File: config.mk
export PLATFORM = sky130hd
export DESIGN_NAME = lcd_bus_ctrl
export DESIGN_NICKNAME = d
export VERILOG_FILES = /design/src/rtl/lcd_pkg.sv /design/src/rtl/lcd_delay_timer.sv /design/src/rtl/lcd_bus_ctrl.sv
export SDC_FILE = /design/constraint.sdc
export NUM_CORES = 1
export LEC_CHECK = 0
export ABC_AREA = 1
export CORE_MARGIN = 4
export CORE_UTILIZATION = 53
export CTS_CLUSTER_SIZE = 24
export DETAILED_ROUTE_END_ITERATION = 16
export PLACE_DENSITY = 0.82
export SETUP_SLACK_MARGIN = 0.3
export SLEW_MARGIN = 20
export SYNTH_ARGS = -nofsm -noshare
export SYNTH_HDL_FRONTEND = slang
export SYNTH_SLANG_ARGS = --single-unit
File: constraint.sdc
create_clock -name i_clk -period 5.2 [get_ports i_clk]
set_input_delay 0.78 -clock i_clk [delete_from_list [all_inputs] [get_ports i_clk]]
set_output_delay 0.78 -clock i_clk [all_outputs]
set_load 0.01 [all_outputs]
File: src/rtl/lcd_pkg.sv
// rtl/lcd_pkg.sv - shared types and constants for the HD44780 bus controller
// Purpose: FSM state enum, LCD register bit positions, status bit indices,
//          power-up init command ROM and small helper functions.
// Ports:   none (package)
package lcd_pkg;

  typedef enum logic [2:0] {
    S_PWRUP,
    S_INIT,
    S_IDLE,
    S_SETUP,
    S_PULSE,
    S_HOLD,
    S_WAIT
  } lcd_state_e;

  // Bit positions inside the memory-mapped LCD register image
  localparam int LCD_ON  = 31;
  localparam int LCD_REQ = 30;
  localparam int LCD_RS  = 9;

  // Status word bit indices
  localparam int STAT_BUSY    = 0;
  localparam int STAT_OVERRUN = 1;

  // Power-up init: 8-bit/2-line, display on, clear, entry mode increment
  localparam logic [2:0]      INIT_LEN = 3'd4;
  localparam logic [3:0][7:0] INIT_ROM = {8'h06, 8'h01, 8'h0C, 8'h38};

  function automatic int max_int(input int a, input int b);
    return (a > b) ? a : b;
  endfunction

  // Clear display (0x01) and return home (0x02/0x03) need the long execution
  // wait. Command layout is {RS, DATA[7:0]}.
  function automatic logic is_slow_cmd(input logic [8:0] cmd);
    return !cmd[8] && (cmd[7:2] == 6'd0) && (cmd[1:0] != 2'd0);
  endfunction

endpackage

File: src/rtl/lcd_delay_timer.sv
// rtl/lcd_delay_timer.sv - loadable down-counter with a done flag
// Purpose: one timer shared by every timed controller state. Loading N-1
//          makes done assert in the N-th cycle after the load.
// Ports:   clk      in  system clock
//          load     in  load load_val this cycle (also used as reset by owner)
//          load_val in  W-bit start value
//          done     out counter has reached zero
module lcd_delay_timer #(
  parameter int W = 8
) (
  input  logic         clk,
  input  logic         load,
  input  logic [W-1:0] load_val,
  output logic         done
);

  logic [W-1:0] count;

  always_ff @(posedge clk) begin
    if (load) begin
      count <= load_val;
    end else if (count != '0) begin
      count <= count - W'(1);
    end
  end

  assign done = (count == '0);

endmodule

File: src/rtl/lcd_bus_ctrl.sv
// rtl/lcd_bus_ctrl.sv - HD44780 8-bit write-cycle sequencer behind the LCD register
// Purpose: detects REQ toggles in the LCD register image, captures {RS, DATA},
//          runs power-up init, then turns each command into a timed
//          setup / EN pulse / hold / execution-wait cycle. One-deep pending
//          buffer with sticky overrun. Status word = {30'b0, overrun, busy}.
// Ports:   i_clk, i_reset (sync, active-high)
//          i_io_lcd[31:0]  register image: [31] ON, [30] REQ, [9] RS, [7:0] DATA
//          o_lcd_data[7:0], o_lcd_rs, o_lcd_rw (always 0), o_lcd_en
//          o_lcd_on        registered copy of ON
//          o_lcd_status    {30'b0, overrun, busy}
module lcd_bus_ctrl
  import lcd_pkg::*;
#(
  parameter int T_PWRUP_CYC = 750000,
  parameter int T_AS_CYC    = 2,
  parameter int T_PW_CYC    = 12,
  parameter int T_H_CYC     = 2,
  parameter int T_EXEC_CYC  = 1850,
  parameter int T_CLR_CYC   = 76000
) (
  input  logic        i_clk,
  input  logic        i_reset,
  input  logic [31:0] i_io_lcd,
  output logic [7:0]  o_lcd_data,
  output logic        o_lcd_rs,
  output logic        o_lcd_rw,
  output logic        o_lcd_en,
  output logic        o_lcd_on,
  output logic [31:0] o_lcd_status
);

  localparam int T_MAX = max_int(max_int(max_int(T_PWRUP_CYC, T_AS_CYC),
                                         max_int(T_PW_CYC, T_H_CYC)),
                                 max_int(T_EXEC_CYC, T_CLR_CYC));
  localparam int TW = $clog2(T_MAX + 1);

  localparam logic [TW-1:0] LD_PWRUP = TW'(T_PWRUP_CYC - 1);
  localparam logic [TW-1:0] LD_AS    = TW'(T_AS_CYC - 1);
  localparam logic [TW-1:0] LD_PW    = TW'(T_PW_CYC - 1);
  localparam logic [TW-1:0] LD_H     = TW'(T_H_CYC - 1);
  localparam logic [TW-1:0] LD_EXEC  = TW'(T_EXEC_CYC - 1);
  localparam logic [TW-1:0] LD_CLR   = TW'(T_CLR_CYC - 1);

  lcd_state_e    state, state_n, t_sel;
  logic          pend_valid, pend_valid_n;
  logic [8:0]    pend_cmd, pend_cmd_n;
  logic [8:0]    cur_cmd;
  logic          launch;
  logic [8:0]    launch_cmd;
  logic [2:0]    init_idx, init_idx_n;
  logic          overrun, overrun_n;
  logic          req_prev;
  logic          new_req, req_taken, drop;
  logic [8:0]    new_cmd;
  logic          en_q, on_q;
  logic [31:0]   status_q, status_n;
  logic          t_load, t_done;
  logic [TW-1:0] t_val;
  logic          unused_bits;

  assign new_req     = i_io_lcd[LCD_REQ] != req_prev;
  assign new_cmd     = {i_io_lcd[LCD_RS], i_io_lcd[7:0]};
  assign unused_bits = ^{i_io_lcd[29:10], i_io_lcd[8]};

  always_comb begin
    state_n      = state;
    pend_valid_n = pend_valid;
    pend_cmd_n   = pend_cmd;
    launch       = 1'b0;
    launch_cmd   = pend_cmd;
    init_idx_n   = init_idx;
    req_taken    = 1'b0;
    drop         = 1'b0;

    case (state)
      S_PWRUP: if (t_done) state_n = S_INIT;
      S_INIT: begin
        launch     = 1'b1;
        launch_cmd = {1'b0, INIT_ROM[init_idx[1:0]]};
        init_idx_n = init_idx + 3'd1;
        state_n    = S_SETUP;
      end
      S_IDLE: begin
        if (new_req && !pend_valid) begin
          launch     = 1'b1;
          launch_cmd = new_cmd;
          req_taken  = 1'b1;
          state_n    = S_SETUP;
        end
      end
      S_SETUP: if (t_done) state_n = S_PULSE;
      S_PULSE: if (t_done) state_n = S_HOLD;
      S_HOLD:  if (t_done) state_n = S_WAIT;
      S_WAIT: begin
        if (t_done) begin
          if (init_idx < INIT_LEN) begin
            state_n = S_INIT;
          end else if (pend_valid) begin
            launch       = 1'b1;
            launch_cmd   = pend_cmd;
            pend_valid_n = 1'b0;
            state_n      = S_SETUP;
          end else begin
            state_n = S_IDLE;
          end
        end
      end
      default: state_n = S_PWRUP;
    endcase

    // Evaluated after the FSM so a slot freed by a same-cycle pending launch
    // is immediately reusable by the incoming command.
    if (new_req && !req_taken) begin
      if (!pend_valid_n) begin
        pend_valid_n = 1'b1;
        pend_cmd_n   = new_cmd;
      end else begin
        drop = 1'b1;
      end
    end

    overrun_n = i_io_lcd[LCD_ON] ? (overrun | drop) : 1'b0;

    status_n               = '0;
    status_n[STAT_BUSY]    = (state_n != S_IDLE) | pend_valid_n;
    status_n[STAT_OVERRUN] = overrun_n;
  end

  // Timer reloads on every state change; reset loads the power-up wait.
  always_comb begin
    t_load = i_reset || (state_n != state);
    t_sel  = i_reset ? S_PWRUP : state_n;
    case (t_sel)
      S_PWRUP: t_val = LD_PWRUP;
      S_SETUP: t_val = LD_AS;
      S_PULSE: t_val = LD_PW;
      S_HOLD:  t_val = LD_H;
      S_WAIT:  t_val = is_slow_cmd(cur_cmd) ? LD_CLR : LD_EXEC;
      default: t_val = '0;
    endcase
  end

  lcd_delay_timer #(.W(TW)) u_timer (
    .clk      (i_clk),
    .load     (t_load),
    .load_val (t_val),
    .done     (t_done)
  );

  always_ff @(posedge i_clk) begin
    if (i_reset) begin
      state      <= S_PWRUP;
      pend_valid <= 1'b0;
      pend_cmd   <= '0;
      overrun    <= 1'b0;
      req_prev   <= 1'b0;
      init_idx   <= '0;
      cur_cmd    <= '0;
      en_q       <= 1'b0;
      on_q       <= 1'b0;
      status_q   <= '0;
    end else begin
      state      <= state_n;
      pend_valid <= pend_valid_n;
      pend_cmd   <= pend_cmd_n;
      overrun    <= overrun_n;
      req_prev   <= i_io_lcd[LCD_REQ];
      init_idx   <= init_idx_n;
      if (launch) cur_cmd <= launch_cmd;
      en_q       <= (state_n == S_PULSE);
      on_q       <= i_io_lcd[LCD_ON];
      status_q   <= status_n;
    end
  end

  assign o_lcd_data   = cur_cmd[7:0];
  assign o_lcd_rs     = cur_cmd[8];
  assign o_lcd_rw     = 1'b0;
  assign o_lcd_en     = en_q;
  assign o_lcd_on     = on_q;
  assign o_lcd_status = status_q;

endmodule

# Word-level counts from Yosys, hierarchy flattened
# Cells that the tools add are included.
# op_classes
bitwise_logic,3
magnitude_cmp,2
n_eq_ne,14
muxes,31
n_reduce_logical,17
n_addsub,2
# ops
cell,n
20-bit one-hot mux with 4 select lines,1
20-bit 2-to-1 mux,2
3-bit equality test (second input constant),7
3-bit 2-to-1 mux,7
3-bit one-hot mux with 7 select lines,1
20-bit logical NOT,1
20-bit nonzero test,1
20-bit by 1-bit subtractor with 20-bit output (second input constant),1
9-bit one-hot mux with 2 select lines,1
17-bit 2-to-1 mux,1
8-bit binary-select mux with 2-bit select,1
1-bit 2-to-1 mux,13
3-bit by 2-bit equality test with 1-bit output (second input constant),3
9-bit 2-to-1 mux,1
8-bit 2-to-1 mux,1
3-bit logical NOT,2
6-bit logical NOT,1
1-bit logical AND,4
2-bit nonzero test,2
3-bit by 1-bit adder with 3-bit output (second input constant),1
3-bit by 1-bit equality test with 1-bit output (second input constant),1
1-bit logical NOT,3
2-bit by 3-bit less-than comparator with 1-bit output (second input constant),1
3-bit less-than comparator (second input constant),1
other kinds (10),11
# totals
inputBits,34
elab_cells,81
out_inout_bits,44
ff_bits,81

# Logic depth before layout (Yosys ltp)
# Gate-level depths: netlist (run 1).
# depth
ltp_word,9
mapped_depth,15
depth_no_buf,15

# Modules after synthesis
# From an unflattened synthesis (run 1), not the netlist that was laid out.
# unflattened
hier_cells,473
hier_area_um2,3403.3
# by_module_without_submodules
module,seq_area_each_um2,area_each_um2,cells_each,instances
lcd_bus_ctrl,600.6,1988.2,288,1
lcd_delay_timer,600.6,1415.1,185,1

# Worst setup path after synthesis (run 1)
# OpenSTA, ideal clock, no wires.
# synth_path
path_type,input -> register
from,input port i_io_lcd[30]
to,"register u_timer.count[0], enable pin"
cell_stages,10
setup_slack_ns,2.517
path_buffers,1
setup_time_ns,0.377
t_required_ns,4.823
arrival_ns,2.306
path_cell_list,xor2_1 nand2_1 nand2_1 nand2_2 nand2_4 nand2_4 nand3_4 inv_4 buf_12 nand2_1
# synth_via
elab_chain_len,7
# synth_lines
item,line,source
from (decl),lcd_bus_ctrl.sv:23,"input logic [31:0] i_io_lcd,"
1-bit != test,lcd_bus_ctrl.sv:61,assign new_req = i_io_lcd[LCD_REQ] != req_prev;
1-bit logical AND,lcd_bus_ctrl.sv:84,if (new_req && !pend_valid) begin
3-bit 2-to-1 mux,lcd_bus_ctrl.sv:84,
3-bit one-hot mux with 7 select lines,lcd_bus_ctrl.sv:75,case (state)
3-bit != test,lcd_bus_ctrl.sv:131,t_load = i_reset || (state_n != state);
1-bit logical OR,lcd_bus_ctrl.sv:131,
2-bit nonzero test (no line),-,
to (signal assigned),lcd_delay_timer.sv:21,count <= load_val;
to (signal assigned),lcd_delay_timer.sv:23,count <= count - W'(1);
to (decl),lcd_delay_timer.sv:17,logic [W-1:0] count;
# Every way passes these cells.
# A chain may end at the register's enable or synchronous reset.

# Final worst setup path (run 1)
# layout_path
from,input port i_io_lcd[30]
to,"register u_timer.count[7], enable pin"
# Same word-level chain as after synthesis.

==> load_flow_metrics.sql, run 1 <==
INSERT INTO impl_metrics (metric_group, metric, value, unit) VALUES
('cts', 'clk_pin_slew', '0.09', 'ns'),
('hold_path', 'worstHoldPathType', 'reg -> reg', ''),
('floorplan', 'row_count', '27', ''),
('setup_path', 'max_stage_delay', '0.64', 'ns'),
('drt', 'drt_first_iter_violations', '102', ''),
('setup_path', 'reg2regPathDepth', '10', ''),
('sta', 'fmax', '307', 'MHz'),
('sta', 'final_count_of_pins_violating_max_slew', '0', ''),
('sta', 'finalSetupViolCount', '0', ''),
('setup_path', 'path_max_fanout', '20', ''),
('layout', 'layout.core_utilization', '60.0', '%'),
('placement', 'hpwlAfterDp', '4660', 'um'),
('cts', 'clk_path_buf_depth', '2', ''),
('layout', 'fin_nets', '469', ''),
('floorplan', 'initial_utilization', '55.6', '%'),
('setup_path', 'critical_path_class', 'in -> reg', ''),
('logic_synthesis', 'ys.flop_type', 'sky130_fd_sc_hd__dfxtp_1', ''),
('floorplan', 'design.die.area', '0.00713', 'sq mm'),
('sta', 'worst_slew_pin_slew', '0.828', 'ns'),
('floorplan', 'top_level_ports', '78', ''),
('layout', 'nFillCells', '551', ''),
('layout', 'antenna_cells_inserted', '0', ''),
('floorplan', 'die-height', '84.4', 'um'),
('setup_path', 'critPathCaptureType', 'register', ''),
('logic_synthesis', 'ys_top_cells_by_area', 'sky130_fd_sc_hd__dfxtp_1 (19%), sky130_fd_sc_hd__edfxtp_1 (19%), sky130_fd_sc_hd__nand2_1 (11%)', ''),
('drt', 'finalWirelength', '6230', 'um'),
('cts', 'cts_setup_buffers', '0', ''),
('cts', 'ctsHtreeMaxLevel', '2', ''),
('logic_synthesis', 'synth_area', '0.00310', 'sq mm'),
('sta', 'final.setup.tns', '0', 'ns'),
('sta', 'grt_setup_unrepaired', 'false', ''),
('layout', 'instances_no_fill', '503', ''),
('logic_synthesis', 'synth.ff_latch_count', '50', ''),
('layout', 'design_area', '0.00335', 'sq mm'),
('logic_synthesis', 'post-synth-top-count-cell', 'sky130_fd_sc_hd__nand2_1', ''),
('setup_path', 'timing.critical_path.cells', 'clkdlybuf4s50_1 > xor2_1 > nand2_1 > nand2_1 > nand2_2 > nand2_4 > nand2_4 > nand3_4 > inv_4 > nand2_1', ''),
('placement', 'io_buffer_count', '25', ''),
('placement', 'placedInstanceArea', '0.00325', 'sq mm'),
('placement', 'placed_cells', '495', ''),
('global_route', 'antenna_violations_before_repair', '0', ''),
('sta', 'final_hold_fails', '0', ''),
('drt', 'ant_nets', '0', ''),
('cts', 'worstSkewPairLatency', '0.31', 'ns'),
('cts', 'cts.sink_count', '50', ''),
('logic_synthesis', 'netlist.area_leader.share', '19.4', '%'),
('run', 'maxCapViolCount', '0', ''),
('setup_path', 'worst-endpoint-arrival', '3.21', 'ns'),
('logic_synthesis', 'synth_warnings', '0', ''),
('logic_synthesis', 'post_synth_edffs', '20', ''),
('global_route', 'globalRoute.totalOverflow', '0', ''),
('floorplan', 'fp.coreArea', '0.00557', 'sq mm'),
('sta', 'final.period_utilization', '62.7', '%'),
('layout', 'area_growth_syn_to_layout', '8.08', '%'),
('layout', 'layout-drive-gt1-share', '10.2', '%'),
('setup_path', 'timing.critical_path.from_type', 'input port', ''),
('run_status', 'outcome', 'finished clean', ''),
('power', 'leakage', '0.00146', 'uW'),
('logic_synthesis', 'postSynthAreaPerCell', '7.63', 'sq um'),
('hold_path', 'hold-path-cell-count', '2', ''),
('logic_synthesis', 'yosys-top-cells-count', 'sky130_fd_sc_hd__nand2_1 (87), sky130_fd_sc_hd__nor2_1 (44), sky130_fd_sc_hd__inv_1 (34), sky130_fd_sc_hd__buf_4 (33), sky130_fd_sc_hd__dfxtp_1 (30)', ''),
('drt', 'detail_route.first_pass.iterations', '5', ''),
('placement', 'gp_routability_congestion', '0.823', ''),
('setup_path', 'timing.critical_path.max_delay_family', 'simple AND/OR/NAND/NOR gates', ''),
('cts', 'clock_tree.root_cell', 'sky130_fd_sc_hd__clkbuf_8', ''),
('cts', 'postCtsResizedCells', '0', ''),
('global_route', 'grt_pass1_wl', '10900', 'um'),
('global_route', 'grt_util_all_layers', '18.2', '%'),
('setup_path', 'timing.critical_path.buf_inv', '2', ''),
('logic_synthesis', 'ys_async_sr_fraction', '0', '%'),
('cts', 'numCtsBuffers', '5', ''),
('drt', 'routed-via-count', '2511', '');
## where the power goes
group	internal (uW)	switching, uW
clock	113	128
sequential	563	109
combinational	304	521
## worst paths after layout
kind              slack (ns)                        start                          to
hold reg to reg         0.46     pend_cmd[6]$_SDFFE_PP0P_    pend_cmd[6]$_SDFFE_PP0P_
setup reg to reg        2.31  u_timer.count[14]$_DFFE_PP_  u_timer.count[7]$_DFFE_PP_
hold / removal          0.46     pend_cmd[6]$_SDFFE_PP0P_    pend_cmd[6]$_SDFFE_PP0P_
setup / recovery        1.94                 i_io_lcd[30]  u_timer.count[7]$_DFFE_PP_
## per-layer routing
| layer | routed length [um] | up-vias | global-route usage (%) | part of all wire (%) |
|---|---|---|---|---|
| li1 | - | 1300 | - | - |
| met2 | 3190 | 55 | 31.9 | 51 |
| met3 | 221 | 7 | 3.24 | 3.5 |
| met1 | 2750 | 1149 | 23.0 | 44 |
| met4 | 68 | 0 | 4.89 | 1.1 |
| met5 | 0 | - | 0 | 0 |
## final cells by class
type	instances	area, sq um	share of cell area, %
inverters	41	156	4.67
clock inverters	1	5.00	0.150
repair buffers	25	250	7.48
well taps	72	90.1	2.69
flip-flops and latches	50	1200	35.9
clock buffers	7	90.1	2.69
multi-input cells	307	1550	46.4
## logic make-up (layout without fill, tap and decap cells)
kind of cell / count (synthesis) / in the layout / share of synthesized area, %
DFF: 50 / 50 / 38.8
buffers and inverters: 79 / 74 / 14.7
AOI/OAI and AO/OA: 64 / 64 / 11.2
and+or+nand+nor: 191 / 191 / 28.7
xor gates and xnor gates: 16 / 16 / 4.53
adders and majority gates: 5 / 5 / 2.02
other: 1 / 31 / 0.121
## stage by stage
stage / setup WS (ns) / total power, uW
3_3_place_gp: 1.64 / 1470
5_1_grt: 1.68 / 1890
3_5_place_dp: 1.58 / 1500
2_1_floorplan: 2.52 / 1310
4_1_cts: 1.91 / 1750
6_report: 1.94 / 1740
## worst min-delay path, delay by kind of cell, from the launching register on
kind | cells | cell delay (ns)
buffers and inverters | 1 | 0.05
AOI/OAI and AO/OA | 1 | 0.05
DFF | 1 | 0.32
## state kept, by name, summed over array words and instances, names as in the netlist
| signal | cells |
|---|---|
| o_lcd_on | 1 |
| pend_cmd | 9 |
| pend_valid | 1 |
| u_timer.count | 20 |
| req_prev | 1 |
| o_lcd_en | 1 |
| o_lcd_status | 1 |
| overrun | 1 |
| init_idx | 3 |
| cur_cmd | 9 |
| state | 3 |
## placed cells by master (no fill, tap or decap), drive strengths merged
master,instances
or2,3
clkinv,2
xnor2,6
ha,5
conb,31
nor2,50
inv,40
xor2,10
nand4,2
o21ai,31
o22ai,1
nand2,103
a31oi,5
nor3b,1
o21a,1
nor3,3
clkbuf,7
dfxtp,30
a41oi,2
edfxtp,20
nand3,25
nor4,3
nand3b,1
a21oi,24
clkdlybuf4s50,25
No activity file was read; power rests on OpenSTA's default activity.
==> inputs of run 2 (changes only) <==
- CORE_UTILIZATION: 53 -> 45
- PLACE_DENSITY: 0.82 -> 0.74
- clock period: 5.2 -> 2.9 ns (I/O delays scaled with it)
==> run 2 against run 1 <==
- non-clock buffer count is 7 higher
- critical path depth is 3 higher
- die area is 16% higher
- flip-flop and latch count stayed put
- highest routed layer unchanged
- core utilization is 7.1 points lower
- clock skew hardly changed
- first-iteration DRC count is 9.8% higher
- register-to-register slack worse by 1.7 ns
- final cell count is 2.4% higher
- total power is 91% higher
==> load_flow_metrics.sql, run 2 (same netlist as run 1, synthesis figures left out) <==
INSERT INTO impl_metrics (metric_group, metric, value, unit) VALUES
('run_status', 'outcome', 'finished clean', ''),
('drt', 'detail_route.first_pass.iterations', '4', ''),
('setup_path', 'critical_path_class', 'reg -> reg', ''),
('drt', 'finalWirelength', '6600', 'um'),
('layout', 'fin_nets', '476', ''),
('global_route', 'grt_util_all_layers', '16.4', '%'),
('cts', 'cts_setup_buffers', '0', ''),
('cts', 'clock_tree.root_cell', 'sky130_fd_sc_hd__clkbuf_8', ''),
('sta', 'final_critical_path_setup_slack', '0.609', 'ns'),
('global_route', 'grt_pass1_wl', '11300', 'um'),
('cts', 'clk_pin_slew', '0.09', 'ns'),
('setup_path', 'worst_path_most_repeated_cell', 'sky130_fd_sc_hd__nand2_1', ''),
('sta', 'final_hold_fails', '0', ''),
('sta', 'post_route_skew', '0.00808', 'ns'),
('setup_path', 'cp_data_required_time', '2.97', 'ns'),
('floorplan', 'die-height', '91.0', 'um'),
('power', 'cell_pwr_density', '960', 'mW/mm^2'),
('layout', 'antenna_cells_inserted', '0', ''),
('sta', 'worst_slew_pin_slew', '0.530', 'ns'),
('run', 'maxCapViolCount', '0', ''),
('placement', 'io_buffer_count', '25', ''),
('layout', 'max_ffs_per_register', '20', ''),
('layout', 'layout-drive-gt1-share', '11.6', '%'),
('sta', 'post_layout_min_period', '2.29', 'ns'),
('floorplan', 'design.die.area', '0.00827', 'sq mm'),
('cts', 'numCtsBuffers', '5', ''),
('sta', 'finalSetupViolCount', '0', ''),
('layout', 'design_area', '0.00346', 'sq mm'),
('floorplan', 'top_level_ports', '78', ''),
('layout', 'commonest_non_fill_non_tap_cell_in_the_layout', 'sky130_fd_sc_hd__nand2_1', ''),
('drt', 'via_per_inst', '4.88', ''),
('floorplan', 'fp.coreArea', '0.00653', 'sq mm'),
('power', 'max-vdd-ir-drop', '0.000490', 'V'),
('cts', 'tritoncts_clock_tree', 'built', ''),
('setup_path', 'timing.critical_path.buf_inv', '2', ''),
('power', 'leakage', '0.00151', 'uW'),
('global_route', 'pin_count_of_the_biggest_net_entering_global_routing', '22', ''),
('sta', 'fmax', '437', 'MHz'),
('hold_path', 'worstHoldPathType', 'reg -> reg', ''),
('global_route', 'first_global_vias', '2459', ''),
('drt', 'detail_route.wl_per_cell', '12.8', 'um'),
('placement', 'placed_cells', '507', ''),
('cts', 'cts.sink_count', '50', ''),
('cts', 'clk_path_buf_depth', '2', ''),
('placement', 'dp_worst_setup_slack', '0.393', 'ns'),
('cts', 'worstSkewPairLatency', '0.31', 'ns'),
('sta', 'whs', '0.452', 'ns'),
('cts', 'postCtsResizedCells', '0', ''),
('placement', 'gp_routability_congestion', '0.866', ''),
('layout', 'layout_top_registers', 'u_timer.count (20), cur_cmd (9), pend_cmd (9)', ''),
('layout', 'largest_register', 'u_timer.count', ''),
('setup_path', 'max_stage_delay', '0.48', 'ns'),
('setup_path', 'timing.critical_path.cells', 'nor2_2 > nand2_1 > nor2_4 > nand3_4 > nand2_1 > nand2_1 > nand2_2 > nand2_4 > nand2_4 > nand3_4 > inv_4 > nand2_1 > buf_12', ''),
('drt', 'ant_nets', '0', ''),
('sta', 'maxSlewHeadroom', '64.6', '%'),
('cts', 'ctsHtreeMaxLevel', '2', ''),
('setup_path', 'worst-endpoint-arrival', '2.36', 'ns'),
('placement', 'placedInstanceArea', '0.00332', 'sq mm'),
('global_route', 'globalRoute.totalOverflow', '0', ''),
('floorplan', 'die_w', '91.0', 'um'),
('drt', 'route.detailed.drc', '0', ''),
('setup_path', 'critPathCaptureType', 'register', ''),
('floorplan', 'row_count', '29', ''),
('sta', 'grt_setup_unrepaired', 'false', ''),
('cts', 'hold_buffers', '0', ''),
('setup_path', 'timing.critical_path.from_type', 'register', ''),
('layout', 'highest_count_cells_in_the_layout_ignoring_fill_and_taps', 'sky130_fd_sc_hd__nand2_1 (87), sky130_fd_sc_hd__nor2_1 (44), sky130_fd_sc_hd__inv_1 (34)', ''),
('floorplan', 'initial_utilization', '47.4', '%'),
('global_route', 'antenna_violations_before_repair', '0', ''),
('setup_path', 'timing.critical_path.max_delay_family', 'simple AND/OR/NAND/NOR gates', ''),
('drt', 'drt_first_iter_violations', '112', ''),
('setup_path', 'critical-path-slowest-cell', 'sky130_fd_sc_hd__edfxtp_1', ''),
('sta', 'final_count_of_pins_violating_max_slew', '0', ''),
('sta', 'final.period_utilization', '79.0', '%'),
('sta', 'final.setup.tns', '0', 'ns'),
('layout', 'instances_no_fill', '515', ''),
('layout', 'nFillCells', '660', ''),
('setup_path', 'path_max_fanout', '20', ''),
('layout', 'area_growth_syn_to_layout', '11.8', '%'),
('placement', 'hpwlAfterDp', '4980', 'um'),
('drt', 'routed-via-count', '2515', '');
## run 2: cell types whose count changed in the layout (fill, tap and decap cells not counted)
cell,before,now
sky130_fd_sc_hd__clkbuf_4,1,0
sky130_fd_sc_hd__buf_12,0,1
sky130_fd_sc_hd__clkinv_2,1,0
sky130_fd_sc_hd__clkbuf_16,0,1
sky130_fd_sc_hd__buf_4,0,6
sky130_fd_sc_hd__bufinv_16,0,1
## run 2: metal layers
layer,wire length (um),vias up,GRT usage [%]
met5,0,-,0
met4,74,0,5.40
met3,267,7,2.15
met2,3400,53,29.1
met1,2860,1136,20.7
li1,-,1319,-
## run 2: final timing paths
check	from	slack [ns]	to	cells after the start
setup / recovery	u_timer.count[8]$_DFFE_PP_	0.61	u_timer.count[9]$_DFFE_PP_	13
hold reg to reg	pend_cmd[8]$_SDFFE_PP0P_	0.45	pend_cmd[8]$_SDFFE_PP0P_	2
hold / removal	pend_cmd[8]$_SDFFE_PP0P_	0.45	pend_cmd[8]$_SDFFE_PP0P_	2
setup reg to reg	u_timer.count[8]$_DFFE_PP_	0.61	u_timer.count[9]$_DFFE_PP_	13
## run 2: layout make-up
type                       instances  area, sq um  share of cell area (%)
clock buffer                       7          108                    3.11
clock inverter                     1         30.0                   0.868
inverter                          41          156                    4.52
multi-input combinational        307         1550                    44.9
sequential                        50         1200                    34.7
tap                               77         96.3                    2.78
timing repair buffer              32          315                    9.11
## run 2: where the power goes
part / total [uW] / switching, uW / internal, uW
combinational: 1550 / 976 / 572
clock: 575 / 242 / 333
sequential: 1200 / 191 / 1010
## run 2: stage by stage
step / utilization, % / power [uW]
final: 53.0 / 3320
after global routing: 53.0 / 3610
after CTS: 53.0 / 3350
after detailed placement: 50.9 / 2760
after global placement: 50.9 / 2690
after floorplan: - / 2350
## run 2: worst register-to-register path, cell delays in order (launching register included)
cell and delay, ns:
sky130_fd_sc_hd__edfxtp_1 0.48, sky130_fd_sc_hd__nor2_2 0.20, sky130_fd_sc_hd__nand2_1 0.11, sky130_fd_sc_hd__nor2_4 0.16
sky130_fd_sc_hd__nand3_4 0.14, sky130_fd_sc_hd__nand2_1 0.09, sky130_fd_sc_hd__nand2_1 0.07, sky130_fd_sc_hd__nand2_2 0.10
sky130_fd_sc_hd__nand2_4 0.07, sky130_fd_sc_hd__nand2_4 0.07, sky130_fd_sc_hd__nand3_4 0.07, sky130_fd_sc_hd__inv_4 0.18
sky130_fd_sc_hd__nand2_1 0.13, sky130_fd_sc_hd__buf_12 0.18
==> inputs of run 3 (changes only) <==
- clock period: 2.9 -> 1.9 ns (I/O delays scaled with it)
==> run 3 against run 2 <==
- the flow now finishes with violations (setup timing)
- final cell count increased by 18%
- critical path depth unchanged
- register-to-register slack got worse by 0.85 ns
- core utilization is 20 points higher
- die area unchanged
- worst setup slack got worse by 0.85 ns
- sequential power is 54% higher
- cell area rose by 38%
- via count is 25% higher
- critical path type unchanged
- critical endpoint is now u_timer.count[18]$_SDFFCE_PP0P_
- highest routed layer unchanged
==> load_flow_metrics.sql, run 3 (same netlist as run 1, synthesis figures left out) <==
INSERT INTO impl_metrics (metric_group, metric, value, unit) VALUES
('run_status', 'outcome', 'complete, but fails checks', ''),
('run_status', 'violations', 'setup timing', ''),
('sta', 'post_route_skew', '0.00993', 'ns'),
('global_route', 'globalRoute.totalOverflow', '0', ''),
('global_route', 'first_global_vias', '3187', ''),
('drt', 'detail_route.wl_per_cell', '15.1', 'um'),
('power', 'clock_network_fraction_of_total_power', '10.1', '%'),
('power', 'combinationalPowerShare', '64.1', '%'),
('power', 'leakage', '0.00209', 'uW'),
('sta', 'post_layout_min_period', '2.14', 'ns'),
('power', 'finalPower', '7170', 'uW'),
('drt', 'ant_nets', '0', ''),
('floorplan', 'design.die.area', '0.00827', 'sq mm'),
('floorplan', 'die_w', '91.0', 'um'),
('sta', 'maxSlewHeadroom', '63.5', '%'),
('layout', 'nFillCells', '451', ''),
('setup_path', 'worst-endpoint-arrival', '2.32', 'ns'),
('cts', 'tritoncts_clock_tree', 'built', ''),
('floorplan', 'die-height', '91.0', 'um'),
('cts', 'clk_path_buf_depth', '2', ''),
('sta', 'final_critical_path_setup_slack', '-0.238', 'ns'),
('power', 'switching_power', '3050', 'uW'),
('hold_path', 'hold-path-cell-count', '2', ''),
('placement', 'hpwlAfterDp', '5670', 'um'),
('layout', 'layout-drive-gt1-share', '43.4', '%'),
('sta', 'final.period_utilization', '113', '%'),
('layout', 'fin_nets', '570', ''),
('run', 'maxCapViolCount', '0', ''),
('layout', 'instances_no_fill', '609', ''),
('drt', 'routed-via-count', '3153', ''),
('global_route', 'grt_util_all_layers', '21.3', '%'),
('layout', 'largest_register', 'u_timer.count', ''),
('setup_path', 'setup.worst_path.start', 'u_timer.count[6]$_DFFE_PP_', ''),
('drt', 'via_per_inst', '5.18', ''),
('global_route', 'pin_count_of_the_biggest_net_entering_global_routing', '19', ''),
('setup_path', 'path_max_fanout', '7', ''),
('cts', 'clk_pin_slew', '0.10', 'ns'),
('placement', 'placed_cells', '572', ''),
('global_route', 'grt_pass1_wl', '14400', 'um'),
('sta', 'finalSetupViolCount', '60', ''),
('setup_path', 'max_stage_delay', '0.43', 'ns'),
('hold_path', 'holdCritStartpoint', 'pend_cmd[6]$_SDFFE_PP0P_', ''),
('sta', 'final_count_of_pins_violating_max_slew', '0', ''),
('floorplan', 'fp.coreArea', '0.00653', 'sq mm'),
('cts', 'hold_buffers', '0', ''),
('power', 'max-vdd-ir-drop', '0.000906', 'V'),
('hold_path', 'worstHoldPathType', 'reg -> reg', ''),
('setup_path', 'timing.critical_path.cells', 'nor2_2 > nand2_2 > nor2_4 > nand3_4 > nand2_2 > nand2_2 > nand2_4 > nand2_4 > nand2_4 > nand3_4 > buf_8 > buf_12 > nor3b_2', ''),
('setup_path', 'timing.critical_path.from_type', 'register', ''),
('cts', 'ctsHtreeMaxLevel', '2', ''),
('layout', 'area_growth_syn_to_layout', '54.4', '%'),
('setup_path', 'reg2regPathDepth', '13', ''),
('hold_path', 'timing.hold.worst_endpoint', 'pend_cmd[6]$_SDFFE_PP0P_', ''),
('placement', 'gp_routability_congestion', '0.903', ''),
('setup_path', 'critical_path.reg2reg.startpoint', 'u_timer.count[6]$_DFFE_PP_', ''),
('placement', 'io_buffer_count', '25', ''),
('floorplan', 'row_count', '29', ''),
('layout', 'layout_top_registers', 'u_timer.count (20), cur_cmd (9), pend_cmd (9)', ''),
('cts', 'worstSkewPairLatency', '0.32', 'ns'),
('sta', 'final_hold_fails', '0', ''),
('power', 'p_sw_share', '42.5', '%'),
('drt', 'detail_route.first_pass.iterations', '4', ''),
('drt', 'route.detailed.drc', '0', ''),
('drt', 'drt_first_iter_violations', '188', ''),
('layout', 'antenna_cells_inserted', '0', ''),
('layout', 'max_ffs_per_register', '20', ''),
('sta', 'grt_setup_unrepaired', 'true', ''),
('cts', 'cts.sink_count', '50', ''),
('placement', 'dp_worst_setup_slack', '-0.362', 'ns'),
('setup_path', 'critical-path-slowest-cell', 'sky130_fd_sc_hd__edfxtp_1', ''),
('setup_path', 'critPathCaptureType', 'register', ''),
('cts', 'numCtsBuffers', '5', ''),
('setup_path', 'setup_slack_of_the_most_critical_reg_to_reg_path', '-0.24', 'ns'),
('global_route', 'antenna_violations_before_repair', '0', ''),
('floorplan', 'initial_utilization', '47.4', '%'),
('drt', 'finalWirelength', '9210', 'um'),
('setup_path', 'critical_path_class', 'reg -> reg', ''),
('floorplan', 'top_level_ports', '78', ''),
('layout', 'commonest_non_fill_non_tap_cell_in_the_layout', 'sky130_fd_sc_hd__buf_4', ''),
('power', 'cell_pwr_density', '1500', 'mW/mm^2'),
('layout', 'highest_count_cells_in_the_layout_ignoring_fill_and_taps', 'sky130_fd_sc_hd__buf_4 (70), sky130_fd_sc_hd__nand2_1 (66), sky130_fd_sc_hd__conb_1 (31)', ''),
('power', 'cellInternalPower', '4120', 'uW'),
('power', 'seqPwrFrac', '25.8', '%'),
('setup_path', 'worstReg2RegEnd', 'u_timer.count[18]$_SDFFCE_PP0P_', ''),
('sta', 'worst_slew_pin_slew', '0.542', 'ns'),
('sta', 'fmax', '468', 'MHz'),
('setup_path', 'cp_data_required_time', '2.08', 'ns'),
('cts', 'clock_tree.root_cell', 'sky130_fd_sc_hd__clkbuf_8', '');
==> run 3: power by group through the flow <==
stage | combinational, uW | clock (uW) | sequential [uW]
3_3_place_gp | 3060 | 0 | 1780
5_1_grt | 4950 | 784 | 1890
6_report | 4600 | 724 | 1850
3_5_place_dp | 3150 | 0 | 1790
4_1_cts | 4120 | 729 | 1790
2_1_floorplan | 1780 | 0 | 1840
==> run 3: routing by layer <==
layer  global-route usage [%]  vias up  share of wire [%]
li1                         -     1513                  -
met1                     23.3     1494                 37
met2                     38.6      110                 55
met3                     3.64       36                3.9
met4                     11.9        0                4.0
met5                        0        -                  0
==> run 3: per-stage QoR <==
stage	instance area, sq um	setup TNS [ns]	hold slack [ns]	utilization, %
after global routing	4780	-14.92	0.478	73.2
after detailed placement	3850	-15.36	0.437	58.9
after floorplan	3250	-1.92	0.356	-
final	4780	-9.29	0.471	73.2
after CTS	4540	-5.13	0.450	69.5
after global placement	3850	-11.26	0.432	58.9
==> run 3: worst max-delay path by stage <==
stage	to	slack, ns	cells after the start
finish	u_timer.count[18]$_SDFFCE_PP0P_	-0.24	13
global route	u_timer.count[0]$_DFFE_PP_	-0.35	13
CTS	u_timer.count[18]$_SDFFCE_PP0P_	-0.16	14
detailed placement	u_timer.count[14]$_DFFE_PP_	-0.36	13
global placement	u_timer.count[10]$_DFFE_PP_	-0.26	10
floorplan	u_timer.count[0]$_DFFE_PP_	-0.09	12
==> run 3: final cells by class <==
class	count	area (sq um)	share of cell area, %
multi-input combinational	309	2030	42.5
tap	77	96.3	2.01
clock buffer	6	93.8	1.96
clock inverter	2	13.8	0.288
timing repair buffer	124	1170	24.4
inverter	41	171	3.58
sequential	50	1210	25.2
==> run 3: repair_timing <==
action / in CTS / in global routing
buffers inserted: 19 / 7
cloned: 3 / 0
pin swaps: 28 / 35
setup endpoints to repair: 65 / 68
resized for setup: 101 / 52
==> run 3: critical path, delay by kind of cell (launching register included) <==
kind	cells	cell delay, ns
and+or+nand+nor	11	1.25
buffers and inverters	2	0.29
DFF	1	0.43
==> RTL edit (config.mk and constraints of run 2) <==
The parameter `T_AS_CYC` goes from 2 to 1.
--- a/src/rtl/lcd_bus_ctrl.sv
+++ b/src/rtl/lcd_bus_ctrl.sv
@@ -12,7 +12,7 @@
   import lcd_pkg::*;
 #(
   parameter int T_PWRUP_CYC = 750000,
-  parameter int T_AS_CYC    = 2,
+  parameter int T_AS_CYC    = 1,
   parameter int T_PW_CYC    = 12,
   parameter int T_H_CYC     = 2,
   parameter int T_EXEC_CYC  = 1850,
Function: same outputs for any inputs over 10 cycles, from zero or initial values and one cycle with i_reset high; that may be too few to reach the edited logic, so the function may still have changed.
==> RTL edit against run 2 <==
- cell area down 0.80%
- sequential cell count unchanged
- routed wire length down 5.0%
- clock skew about the same
- sequential power down 3%
- total power down 2.0%
- clock power about the same
- worst setup slack worse by 0.12 ns
- synthesized area up 0.12%
==> RTL edit: results (changes against run 2) <==
grt_pass1_wl_um: 10700  # -5.6%
grt_util_met2: 0.273  # -0.0172
grt_pass1_vias: 2436  # -0.94%
synth-seq-area-share: 0.387  # -0.000470
hold_start: "pend_cmd[0]"
drive_gt1_frac: 0.114  # -0.00195
outcome: "finished clean"
pwr.group.clock_mw: 0.574  # about the same
wl_met1_um: 2760  # -3.5%
final_cells: 505  # -1.9%
ys_top_cells_by_count: "nand2_1 (82), inv_1 (35), nor2_1 (34)"
grt.total_usage: 0.154  # -0.0108
r2r_cells: 9  # -4
ys_types: 38  # -5.0%
dp_hpwl_um: 4650  # -6.7%
rrSetupSlack_ns: 0.49  # -0.12 ns
cp-startpoint: "u_timer.count[0]"
wl_met2_um: 3140  # -7.6%
cp.arrival_ns: 2.39  # +0.03 ns
routabilityCongestion: 0.922  # +6.6%
via_count: 2455  # -2.4%
met3_length_um: 309  # +16%
dp.cells: 497  # -2.0%
endpoint: "u_timer.count[11]"
drtIter0Drc: 94  # -16%
place_ws_ns: 0.275  # -0.118 ns
final_nets: 466  # -2.1%
p_comb_frac: 0.467  # about the same
syn_area_per_cell_um2: 7.73  # +1.4%
met3_usage: 0.0339  # +0.0124
totalWireLength_um: 6270  # -5.0%
ir_drop_mv: 0.531  # +8.5%
grt_max_degree: 21  # -4.5%
whs_ns: 0.458  # +0.00614 ns
min_to: "pend_cmd[0]"
RTL edit: cell count changes after synthesis, sizes merged, moves of 3 or more:
| cell | delta |
|---|---|
| nand2 | -5 |
| nor2 | -4 |
| nor3 | +5 |
| clkbuf | +3 |
| nand3 | -7 |
RTL edit: cell families (layout without fill, tap and decap cells):
group,Yosys count,in the layout,share of synthesized area
xor gates and xnor gates,16,16,0.0452
adders and majority gates,5,5,0.0202
other,1,31,0.00121
and+or+nand+nor,179,179,0.280
AOI/OAI and AO/OA,69,69,0.120
DFF,50,50,0.387
buffers and inverters,81,78,0.146
RTL edit: final cells by class:
cell class,instances,area [um2]
Fill cell,642,3100
Multi-Input combinational cell,300,1560
Sequential cell,50,1200
Timing Repair Buffer,29,280
Inverter,41,156
Clock buffer,7,108
Tap cell,77,96.3
Clock inverter,1,30.0
RTL edit: what timing repair did:
action / 4_1_cts / 5_1_grt
hold buffers: 0 / 0
setup endpoints to repair: 0 / 20
resized for setup: 0 / 1
setup buffers: 0 / 0
